--- src/rtl/aes_arkey_iter_pkg.sv ---
// Shared AES constants and types for the iterative AddRoundKey unit and the round stages.
// The state is byte-packed so that element 4*j+i is row i of column j.
package aes_arkey_iter_pkg;
   localparam int Nb     = 4;
   localparam int Nr     = 10;
   localparam int COL_W  = $clog2(Nb) + 1;
   localparam int CIDX_W = $clog2(Nb);
   localparam int KIDX_W = $clog2(Nb * (Nr + 1));

   typedef enum logic [1:0] {IDLE, BUSY, DONE} arkey_fsm_t;

   typedef logic [4*Nb-1:0][7:0]       aes_state_t;
   typedef logic [3:0][7:0]            aes_col_t;
   typedef logic [Nb*(Nr+1)-1:0][31:0] aes_kexp_t;
endpackage

--- src/rtl/aes_arkey_col.sv ---
// One state column XORed with one key word; key byte 0 sits in the word's MSB.
module aes_arkey_col
   import aes_arkey_iter_pkg::*;
(
   input  aes_col_t    col_i,
   input  logic [31:0] key_i,
   output aes_col_t    col_o
);
   always_comb begin
      for (int i = 0; i < 4; i++) begin
         col_o[i] = col_i[i] ^ key_i[31-8*i -: 8];
      end
   end
endmodule

--- src/rtl/aes_arkey_iter.sv ---
// Iterative AddRoundKey: LANES columns per cycle, runtime round select, valid/ready on both sides.
// Optional out-of-range round detection is built when AES_ARKEY_RCHK_EN is defined.
module aes_arkey_iter
   import aes_arkey_iter_pkg::*;
#(
   parameter int LANES = 1
) (
   input  logic       clock_i,
   input  logic       reset_i,
   input  logic       in_valid_i,
   output logic       in_ready_o,
   input  logic [3:0] in_round_i,
   input  aes_state_t in_state_i,
   input  aes_kexp_t  kexp_i,
   output logic       out_valid_o,
   input  logic       out_ready_i,
   output aes_state_t out_state_o,
   output logic [3:0] out_round_o,
   output logic       out_err_o
);
   arkey_fsm_t       state_q, state_d;
   aes_state_t       st_q, st_d, st_xor;
   aes_state_t       ost_q, ost_d;
   logic [3:0]       rnd_q, rnd_d;
   logic [3:0]       ornd_q, ornd_d;
   logic [COL_W-1:0] col_q, col_d;
   logic             last_col;
   logic             accept;

   aes_col_t [LANES-1:0]            lane_res;
   logic [LANES-1:0][CIDX_W+1:0]    lane_bidx;

`ifdef AES_ARKEY_RCHK_EN
   logic err_q, err_d;
   logic oerr_q, oerr_d;
`endif

   for (genvar l = 0; l < LANES; l++) begin : g_lane
      logic [CIDX_W-1:0] j;
      logic [KIDX_W-1:0] kidx;

      assign j            = col_q[CIDX_W-1:0] + CIDX_W'(l);
      assign kidx         = KIDX_W'(rnd_q) * KIDX_W'(Nb) + KIDX_W'(j);
      assign lane_bidx[l] = {j, 2'b00};

      aes_arkey_col u_col (
         .col_i (st_q[lane_bidx[l] +: 4]),
         .key_i (kexp_i[kidx]),
         .col_o (lane_res[l])
      );
   end

   always_comb begin
      st_xor = st_q;
      for (int l = 0; l < LANES; l++) begin
         st_xor[lane_bidx[l] +: 4] = lane_res[l];
      end
`ifdef AES_ARKEY_RCHK_EN
      // Out-of-range blocks still burn the BUSY cycles but pass through untouched.
      if (err_q) st_xor = st_q;
`endif
   end

   assign last_col = (col_q + COL_W'(LANES)) == COL_W'(Nb);

   always_comb begin
      state_d    = state_q;
      st_d       = st_q;
      rnd_d      = rnd_q;
      col_d      = col_q;
      ost_d      = ost_q;
      ornd_d     = ornd_q;
      in_ready_o = 1'b0;
      accept     = 1'b0;
`ifdef AES_ARKEY_RCHK_EN
      err_d      = err_q;
      oerr_d     = oerr_q;
`endif
      case (state_q)
         IDLE: begin
            in_ready_o = 1'b1;
            accept     = in_valid_i;
         end
         BUSY: begin
            st_d  = st_xor;
            col_d = col_q + COL_W'(LANES);
            if (last_col) begin
               state_d = DONE;
               ost_d   = st_xor;
               ornd_d  = rnd_q;
`ifdef AES_ARKEY_RCHK_EN
               oerr_d  = err_q;
`endif
            end
         end
         DONE: begin
            in_ready_o = out_ready_i;
            if (out_ready_i) begin
               state_d = IDLE;
               accept  = in_valid_i;
            end
         end
         default: state_d = IDLE;
      endcase

      if (accept) begin
         state_d = BUSY;
         st_d    = in_state_i;
         rnd_d   = in_round_i;
         col_d   = '0;
`ifdef AES_ARKEY_RCHK_EN
         err_d   = in_round_i > 4'(Nr);
`endif
      end
   end

   always_ff @(posedge clock_i) begin
      if (reset_i) begin
         state_q <= IDLE;
         st_q    <= '0;
         rnd_q   <= '0;
         col_q   <= '0;
         ost_q   <= '0;
         ornd_q  <= '0;
`ifdef AES_ARKEY_RCHK_EN
         err_q   <= 1'b0;
         oerr_q  <= 1'b0;
`endif
      end else begin
         state_q <= state_d;
         st_q    <= st_d;
         rnd_q   <= rnd_d;
         col_q   <= col_d;
         ost_q   <= ost_d;
         ornd_q  <= ornd_d;
`ifdef AES_ARKEY_RCHK_EN
         err_q   <= err_d;
         oerr_q  <= oerr_d;
`endif
      end
   end

   assign out_valid_o = (state_q == DONE);
   assign out_state_o = ost_q;
   assign out_round_o = ornd_q;
`ifdef AES_ARKEY_RCHK_EN
   assign out_err_o   = oerr_q;
`else
   assign out_err_o   = 1'b0;
`endif
endmodule

--- config.mk ---
export PLATFORM = sky130hd
export DESIGN_NAME = aes_arkey_iter
export DESIGN_NICKNAME = d
export VERILOG_FILES = /design/src/rtl/aes_arkey_iter_pkg.sv /design/src/rtl/aes_arkey_col.sv /design/src/rtl/aes_arkey_iter.sv
export SDC_FILE = /design/constraint.sdc
export NUM_CORES = 1
export LEC_CHECK = 0
export CAP_MARGIN = 30
export CORE_AREA = 2 2 651 653
export DETAILED_ROUTE_END_ITERATION = 8
export DIE_AREA = 0 0 653 655
export GPL_TIMING_DRIVEN = 0
export PLACE_DENSITY = 0.3
export SKIP_LAST_GASP = 1
export SLEW_MARGIN = 20
export SYNTH_ARGS = -nofsm -noshare
export SYNTH_HDL_FRONTEND = slang
export SYNTH_SLANG_ARGS = --single-unit
--- constraint.sdc ---
create_clock -name clock_i -period 5.2 [get_ports clock_i]
set_clock_uncertainty 0.15 [all_clocks]
set_input_delay 1.04 -clock clock_i [delete_from_list [all_inputs] [get_ports clock_i]]
set_output_delay 1.04 -clock clock_i [all_outputs]
set_load 0.005 [all_outputs]
# Yosys cells after proc, flatten, opt, wreduce, memory -nomap -nowiden
# Index checks and enable logic that the tools add are counted.
[op_classes]
eq_ne = 8
add_sub_neg = 3
magnitude_cmp = 1
bitwise_logic = 5
shifts = 17
reduce_logical = 6
mux = 12
[op_table]
columns = ["op", "count"]
rows = [
  ["two-way mux 128 bit", 2],
  ["binary-select mux 32 bit (select 6 bit)", 1],
  ["bitwise mux 128 bit", 1],
  ["variable part select 16 x 5 -> 4 bit", 8],
  ["variable part select 4 x 6 -> 16 bit", 8],
  ["two-way mux 32 bit", 1],
  ["XOR 8 bit", 4],
  ["variable shift 4 x 6 -> 16 bit, first input constant", 1],
  ["less-than comparator 6 x 7 -> 1 bit, second input constant", 1],
  ["adder 6 x 2 -> 6 bit", 1],
  ["negator 4 -> 6 bit", 1],
  ["case mux 2 bit (3 select lines)", 1],
  ["AND reduction 3 bit", 2],
  ["two-way mux 2 bit", 2],
  ["!= test 2 bit, second input constant", 2],
  ["case mux 1 bit (2 select lines)", 2],
  ["adder 3 x 1 -> 3 bit, second input constant", 1],
  ["== test 3 bit, second input constant", 1],
  ["!= test 3 x 1 -> 1 bit, second input constant", 1],
  ["!= test 3 bit, second input constant", 1],
  ["== test 2 x 1 -> 1 bit, second input constant", 1],
  ["== test 2 bit, second input constant", 1],
  ["zero test 2 bit", 1],
  ["two-way mux 1 bit", 2],
  ["5 further kinds", 5],
]
[word_totals]
regBits = 269
elab_cells = 89
in_bits = 1544
output_inout_bits = 135

# Longest topological paths before layout
[logic_depth]
depth_word = 8
mapped_depth = 13

# Modules after synthesis
# Synthesis repeated with hierarchy kept, for this count alone.
[unflattened]
hier_cells = 2507
hier_area_um2 = 23902.9
[modules_own_cells]
columns = ["mod", "area_each_um2", "instances", "cells_each"]
rows = [
  ["aes_arkey_iter", 23622.7, 1, 2475],
  ["aes_arkey_col", 280.3, 1, 32],
]

# Least setup slack after synthesis
# Ideal clock, no wire load.
[synth_path]
kind = "reg-to-reg"
from = "register col_q[1]"
to = "register ost_q (netlist bit out_state_o[64])"
path_slack_ns = 1.961
t_arrival_ns = 3.013
n_path_buf = 6
stages_incl_launch_ff = 13
required_ns = 4.974
cell_sequence = "dfxtp_1 -> buf_2 -> buf_2 -> buf_2 -> buf_1 -> inv_1 -> ha_1 -> nor2b_1 -> nand3_1 -> or2_2 -> clkbuf_1 -> clkbuf_1 -> o22ai_1"
[synth_via]
elab_chain_cells = 6
word_cells_on_any_way = 15
classes_between = "add/sub (3); eq/ne (1); shift (3); mux (3); bitwise (4); reduce/logical (1)"
[synth_rtl]
columns = ["item", "line_no", "rtl"]
rows = [
  ["from (decl)", "aes_arkey_iter.sv:26", "logic [COL_W-1:0] col_q, col_d;"],
  ["from (signal assigned)", "aes_arkey_iter.sv:133", "col_q <= col_d;"],
  ["adder 6 x 2 -> 6 bit", "aes_arkey_iter.sv:43", "assign kidx = KIDX_W'(rnd_q) * KIDX_W'(Nb) + KIDX_W'(j);"],
  ["binary-select mux 32 bit (select 6 bit)", "aes_arkey_iter.sv:48", ".key_i (kexp_i[kidx]),"],
  ["two-way mux 32 bit (not written as such)", "aes_arkey_iter.sv:48", ""],
  ["XOR 8 bit", "aes_arkey_col.sv:11", "col_o[i] = col_i[i] ^ key_i[31-8*i -: 8];"],
  ["variable part select 4 x 6 -> 16 bit", "aes_arkey_iter.sv:56", "st_xor[lane_bidx[l] +: 4] = lane_res[l];"],
  ["bitwise mux 128 bit", "aes_arkey_iter.sv:56", ""],
  ["to (signal assigned)", "aes_arkey_iter.sv:134", "ost_q <= ost_d;"],
  ["to (decl)", "aes_arkey_iter.sv:23", "aes_state_t ost_q, ost_d;"],
]
# Several ways; a longest one is shown, not always the timed one. The select of a mux whose other input is x is not followed.
# A chain may end at the register's enable or synchronous reset.

# Worst setup path in the final report
[layout_path]
from = "register col_q[0]"
to = "register st_q[123] (netlist name)"
[layout_via]
elab_chain_cells = 8
word_cells_on_any_way = 14
classes_between = "add/sub (2); shift (3); mux (5); bitwise (4)"
[layout_rtl]
columns = ["item", "line_no", "rtl"]
rows = [
  ["adder 6 x 2 -> 6 bit", "aes_arkey_iter.sv:43", ""],
  ["binary-select mux 32 bit (select 6 bit)", "aes_arkey_iter.sv:48", ""],
  ["two-way mux 32 bit (not written as such)", "aes_arkey_iter.sv:48", ""],
  ["XOR 8 bit", "aes_arkey_col.sv:11", ""],
  ["variable part select 4 x 6 -> 16 bit", "aes_arkey_iter.sv:56", ""],
  ["bitwise mux 128 bit *", "aes_arkey_iter.sv:56", ""],
  ["two-way mux 128 bit *", "aes_arkey_iter.sv:79", "case (state_q)"],
  ["two-way mux 128 bit *", "aes_arkey_iter.sv:106", "if (accept) begin"],
  ["to (signal assigned)", "aes_arkey_iter.sv:131", "st_q <= st_d;"],
  ["to (decl)", "aes_arkey_iter.sv:22", "aes_state_t st_q, st_d, st_xor;"],
]
# Mark *: on every way between the ends. The rest lies on a longest branch, timed or not. The select of a mux whose other input is x is not followed.

==> impl_results.html <==
<table>
<tr><th>Metric</th><th>Value</th></tr>
<tr><th colspan="2">Global route</th></tr>
<tr><td>Number of antenna violations at the first check in global routing</td><td>around 280</td></tr>
<tr><td>Total congestion overflow</td><td>0</td></tr>
<tr><td>Pin count of the biggest net entering global routing</td><td>16</td></tr>
<tr><td>First-pass GRT wire length</td><td>475000 um</td></tr>
<tr><td>All-layer global routing usage</td><td>roughly 18%</td></tr>
<tr><td>Via count of the first global-routing pass</td><td>31807</td></tr>
<tr><th colspan="2">Clocking</th></tr>
<tr><td>Clock insertion delay at the later pin of the skew report</td><td>0.66 ns</td></tr>
<tr><td>CTS tree</td><td>yes</td></tr>
<tr><td>Number of levels the H-tree was split into</td><td>1</td></tr>
<tr><td>CTS sink count</td><td>around 270</td></tr>
<tr><td>Register clock-pin slew on the reported worst setup and hold paths</td><td>about 0.07 ns</td></tr>
<tr><td>Number of buffers created by CTS</td><td>30</td></tr>
<tr><td>Clock root buffer</td><td>sky130_fd_sc_hd__clkbuf_16</td></tr>
<tr><td>Number of buffers on the longest clock path</td><td>3</td></tr>
<tr><th colspan="2">Synthesis</th></tr>
<tr><td>Fraction of the mapped netlist area in simple logic gates</td><td>under 10%</td></tr>
<tr><td>Number of different library cells in the post-synthesis netlist</td><td>45</td></tr>
<tr><td>Flip-flop and latch count after synthesis</td><td>269</td></tr>
<tr><td>Syn Nets</td><td>3726</td></tr>
<tr><td>Most repeated cell in the gate-level netlist after synthesis</td><td>sky130_fd_sc_hd__dfxtp_1</td></tr>
<tr><td>Synthesis warning total</td><td>0</td></tr>
<tr><td>Post-synth EDFFs</td><td>0</td></tr>
<tr><td>Post-synthesis compound-gate area fraction</td><td>a little under a quarter</td></tr>
<tr><td>Predominant post-synthesis flop cell</td><td>sky130_fd_sc_hd__dfxtp_1</td></tr>
<tr><td>Post-synth top area share</td><td>between 20% and 30%</td></tr>
<tr><td>Post-synthesis cell area</td><td>around 23000 um2</td></tr>
<tr><td>Area share of fa/ha/maj cells after synthesis</td><td>less than 1%</td></tr>
<tr><td>XOR/XNOR share of the synthesized area</td><td>roughly 1.4%</td></tr>
<tr><td>Post-synthesis sequential area ratio</td><td>between 20% and 30%</td></tr>
<tr><td>Cell type with the highest aggregate area in the netlist</td><td>sky130_fd_sc_hd__mux4_2</td></tr>
<tr><td>Post-synthesis mux area share</td><td>approximately two fifths</td></tr>
<tr><td>Gate count of the mapped netlist</td><td>2176</td></tr>
<tr><td>Combinational family with the most area after synthesis</td><td>multiplexers</td></tr>
<tr><td>Post-synthesis area per instance</td><td>between 10 and 15 um2</td></tr>
<tr><td>Most used standard cells in the synthesized netlist</td><td>sky130_fd_sc_hd__dfxtp_1, sky130_fd_sc_hd__o22ai_1, sky130_fd_sc_hd__mux4_2</td></tr>
<tr><td>Largest cells by area after synthesis</td><td>sky130_fd_sc_hd__mux4_2, sky130_fd_sc_hd__dfxtp_1, sky130_fd_sc_hd__mux2_2, sky130_fd_sc_hd__o22ai_1, sky130_fd_sc_hd__a22oi_1</td></tr>
<tr><td>Fraction of registers with async set/reset</td><td>0%</td></tr>
<tr><th colspan="2">Setup path</th></tr>
<tr><td>End point of the critical path</td><td>st_q[123]</td></tr>
<tr><td>Endpoint arrival time on the critical path</td><td>5.49 ns</td></tr>
<tr><td>Startpoint of the most critical setup path</td><td>col_q[0]</td></tr>
<tr><td>Critical-path top delay cell</td><td>sky130_fd_sc_hd__a222oi_1</td></tr>
<tr><td>Path type of the worst setup path</td><td>reg -&gt; reg</td></tr>
<tr><td>Worst setup EP type</td><td>register</td></tr>
<tr><td>WP depth</td><td>11</td></tr>
<tr><td>Reg2reg end</td><td>st_q[123]</td></tr>
<tr><td>Total buffers and inverters traversed by the critical path</td><td>5</td></tr>
<tr><td>Kind of cell with the highest combined delay on the critical path</td><td>buffers and inverters</td></tr>
<tr><td>Maximum fanout along the worst path</td><td>11</td></tr>
<tr><td>Nature of the critical path startpoint</td><td>register</td></tr>
<tr><td>Crit-path max cell delay</td><td>around 1.1 ns</td></tr>
<tr><td>Worst endpoint required time</td><td>about 5.5 ns</td></tr>
<tr><td>Worst Reg-to-Reg Cells</td><td>11</td></tr>
<tr><td>Worst reg2reg startpoint</td><td>col_q[0]</td></tr>
<tr><td>Cell breakdown of the critical path</td><td>buf_8 -&gt; buf_4 -&gt; buf_8 -&gt; mux4_2 -&gt; nand2_1 -&gt; nand4_1 -&gt; a222oi_1 -&gt; buf_4 -&gt; buf_6 -&gt; xor2_4 -&gt; o22ai_1</td></tr>
<tr><td>Register-to-register path setup slack</td><td>around 0.042 ns</td></tr>
<tr><th colspan="2">Power and ir drop</th></tr>
<tr><td>Power per cell area</td><td>187 nW/um2</td></tr>
<tr><td>Leakage power figure</td><td>14.9 nW</td></tr>
<tr><td>Peak ir drop on the vdd network</td><td>around 0.28 mV</td></tr>
<tr><th colspan="2">Finish</th></tr>
<tr><td>Fill cell count</td><td>48203</td></tr>
<tr><td>Post-layout util</td><td>around an eighth</td></tr>
<tr><td>Fraction of final layout cells with drive strength greater than 1</td><td>20.9%</td></tr>
<tr><td>Finished Cell Area</td><td>between 50000 and 60000 um2</td></tr>
<tr><td>Post-route insts no fill</td><td>approximately 9700</td></tr>
<tr><td># nets final</td><td>approximately 5600</td></tr>
<tr><td>Area Growth Syn to Fin</td><td>122%</td></tr>
<tr><th colspan="2">Routing</th></tr>
<tr><td>Routed WL</td><td>407000 um</td></tr>
<tr><td>Post-route DRC violation count</td><td>0</td></tr>
<tr><td>Number of nets with antenna violations after detailed routing</td><td>0</td></tr>
<tr><td>Via count</td><td>~31000</td></tr>
<tr><td>Vias per Instance</td><td>between 3 and 4</td></tr>
<tr><td>Drt wl/cell</td><td>roughly 42 um</td></tr>
<tr><td>DRC marker count from the first detailed-route iteration</td><td>between 2000 and 2500</td></tr>
<tr><td>Detailed-router iteration count before antenna repair</td><td>5</td></tr>
<tr><th colspan="2">STA</th></tr>
<tr><td>Fraction of the cycle the final worst path needs</td><td>between 90 and 100%</td></tr>
<tr><td>Max-slew violations</td><td>0</td></tr>
<tr><td>Endpoints failing setup</td><td>0</td></tr>
<tr><td>Setup repair after global routing missed its margin</td><td>no</td></tr>
<tr><td>Number of hold violations in the final report</td><td>0</td></tr>
<tr><td>Setup slack of the critical path after layout</td><td>0.0424 ns</td></tr>
<tr><td>Slew of the pin with the lowest slew margin</td><td>1.13 ns</td></tr>
<tr><td>Relative max-transition margin</td><td>between 20% and 30%</td></tr>
<tr><td>Time the final worst path needs with I/O delays and setup</td><td>approximately 5.2 ns</td></tr>
<tr><td>Fmax</td><td>0.194 GHz</td></tr>
<tr><th colspan="2">Die</th></tr>
<tr><td>Std-Cell Core Area</td><td>around 420000 um2</td></tr>
<tr><td>Die width</td><td>~650 um</td></tr>
<tr><td>I/O pin count</td><td>1679</td></tr>
<tr><td>Initial Utilization</td><td>~5.4%</td></tr>
<tr><td>Die extent in y</td><td>655 um</td></tr>
<tr><td>Area enclosed by the die boundary</td><td>between 400000 and 500000 um2</td></tr>
<tr><td>Placement Rows</td><td>around 240</td></tr>
<tr><th colspan="2">Job</th></tr>
<tr><td>Maximum Capacitance Violations</td><td>0</td></tr>
<tr><th colspan="2">Placement</th></tr>
<tr><td>Number of placed cells counting well taps</td><td>~9500</td></tr>
<tr><td>Placed instance area</td><td>approximately 48000 um2</td></tr>
<tr><td>Final weighted congestion of routability-driven global placement</td><td>around 0.94</td></tr>
<tr><td>Count of port buffers added during placement</td><td>1676</td></tr>
<tr><td>Worst setup timing slack at the placement stage</td><td>-1.99 ns</td></tr>
<tr><td>HPWL reported at the end of detailed placement</td><td>373000 um</td></tr>
<tr><th colspan="2">Outcome</th></tr>
<tr><td>Run status</td><td>finished clean</td></tr>
<tr><th colspan="2">Worst hold path</th></tr>
<tr><td>Worst hold stages</td><td>2</td></tr>
<tr><td>Worst hold-check path type</td><td>reg -&gt; reg</td></tr>
</table>
[cells in the final DEF (no fill, tap or decap), types with 8 or more instances in the layout]
| cell | n |
|---|---|
| sky130_fd_sc_hd__nand2_1 | 103 |
| sky130_fd_sc_hd__buf_8 | 29 |
| sky130_fd_sc_hd__o2bb2ai_1 | 21 |
| sky130_fd_sc_hd__buf_12 | 15 |
| sky130_fd_sc_hd__diode_2 | 108 |
| sky130_fd_sc_hd__xor2_4 | 10 |
| sky130_fd_sc_hd__o22ai_1 | 265 |
| sky130_fd_sc_hd__xor2_2 | 15 |
| sky130_fd_sc_hd__nor3b_1 | 97 |
| sky130_fd_sc_hd__nor3_1 | 8 |
| sky130_fd_sc_hd__nand4_1 | 31 |
| sky130_fd_sc_hd__mux2_1 | 12 |
| sky130_fd_sc_hd__mux2i_1 | 67 |
| sky130_fd_sc_hd__mux2_4 | 13 |
| sky130_fd_sc_hd__a222oi_1 | 29 |
| sky130_fd_sc_hd__clkbuf_1 | 154 |
| sky130_fd_sc_hd__nor2_1 | 30 |
| sky130_fd_sc_hd__a22oi_1 | 181 |
| sky130_fd_sc_hd__buf_16 | 15 |
| sky130_fd_sc_hd__mux2_2 | 158 |
| sky130_fd_sc_hd__buf_6 | 46 |
| sky130_fd_sc_hd__mux4_2 | 256 |
| sky130_fd_sc_hd__a21oi_1 | 107 |
| sky130_fd_sc_hd__clkbuf_2 | 30 |
| sky130_fd_sc_hd__a31oi_2 | 9 |
| sky130_fd_sc_hd__a22oi_2 | 8 |
| sky130_fd_sc_hd__dfxtp_1 | 267 |
| sky130_fd_sc_hd__a221oi_2 | 16 |
| sky130_fd_sc_hd__o21ai_1 | 29 |
| sky130_fd_sc_hd__buf_4 | 66 |
| sky130_fd_sc_hd__clkbuf_8 | 8 |
| sky130_fd_sc_hd__a221oi_1 | 8 |
| sky130_fd_sc_hd__nor2b_1 | 8 |
| sky130_fd_sc_hd__a31oi_1 | 23 |
| sky130_fd_sc_hd__buf_2 | 43 |
| sky130_fd_sc_hd__clkdlybuf4s50_1 | 1676 |
| sky130_fd_sc_hd__nor2_2 | 14 |
| sky130_fd_sc_hd__clkbuf_16 | 30 |
| sky130_fd_sc_hd__o22a_1 | 21 |
| sky130_fd_sc_hd__a221oi_4 | 8 |
[registers in the layout, summed over array words and instances, names as in the netlist]
name / count
col_q: 3
st_q: 128
state_q: 2
out_round_o: 4
rnd_q: 4
out_state_o: 128
[worst min path at each step]
stage / start / to / slack, ns
floorplan: out_state_o[101] / out_state_o[101] / 0.30
global placement: out_state_o[118] / out_state_o[118] / 0.30
detailed placement: out_state_o[103] / out_state_o[103] / 0.29
CTS: out_state_o[103] / out_state_o[103] / 0.30
global route: out_state_o[104] / out_state_o[104] / 0.33
finish: out_state_o[103] / out_state_o[103] / 0.30
[layer usage]
| layer | track usage, % | wire [um] |
|---|---|---|
| met4 | 5.50 | 15400 |
| met3 | 4.79 | 27900 |
| met1 | 19.2 | 146000 |
| met5 | 0 | 983 |
| met2 | 34.8 | 217000 |
[tightest hold or removal path: stages, from the launching register on]
cell                      delay, ns
sky130_fd_sc_hd__dfxtp_1       0.31
sky130_fd_sc_hd__nand2_1       0.05
sky130_fd_sc_hd__o21ai_1       0.05
[layout make-up]
class	count	area, um2	share of cell area (%)
Antenna cell	108	270	0.537
Buffer	269	1490	2.96
Clock buffer	40	868	1.73
Clock inverter	16	188	0.373
Inverter	3	11.3	0.0224
Multi-Input combinational cell	1633	16700	33.3
Sequential cell	269	5390	10.7
Tap cell	5543	6940	13.8
Timing Repair Buffer	1813	18400	36.6
[kinds of logic (layout without fill, tap and decap cells)]
| kind of cell | after synthesis | in the layout |
|---|---|---|
| buffers and inverters | 274 | 2141 |
| adder cells (fa/ha/maj) | 6 | 6 |
| other | 1 | 109 |
| AND/OR/NAND/NOR | 324 | 324 |
| multiplexers | 513 | 513 |
| AO/OA/AOI/OAI | 754 | 754 |
| XOR/XNOR | 35 | 35 |
| flip-flops | 269 | 269 |
[what timing repair did]
action,4_1_cts,5_1_grt
hold buffers,0,0
pin swaps,26,6
resized for setup,130,14
setup endpoints to repair,256,44
setup buffers,8,5
[metrics by stage]
stage	hold slack (ns)	power [mW]	TNS [ns]
finish	0.304	9.40	0
global route	0.326	9.72	0
CTS	0.305	9.61	-3.33
detailed placement	0.295	7.01	-260.13
global placement	0.297	6.73	-807.50
floorplan	0.296	3.59	0
[report_power, final]
group / total [mW] / internal (mW) / switching [mW]
registers: 2.23 / 2.14 / 0.0837
clock network: 2.42 / 1.33 / 1.09
logic: 4.76 / 2.17 / 2.59
total: 9.40 / 5.63 / 3.77
(Power assumes the default switching activity.)
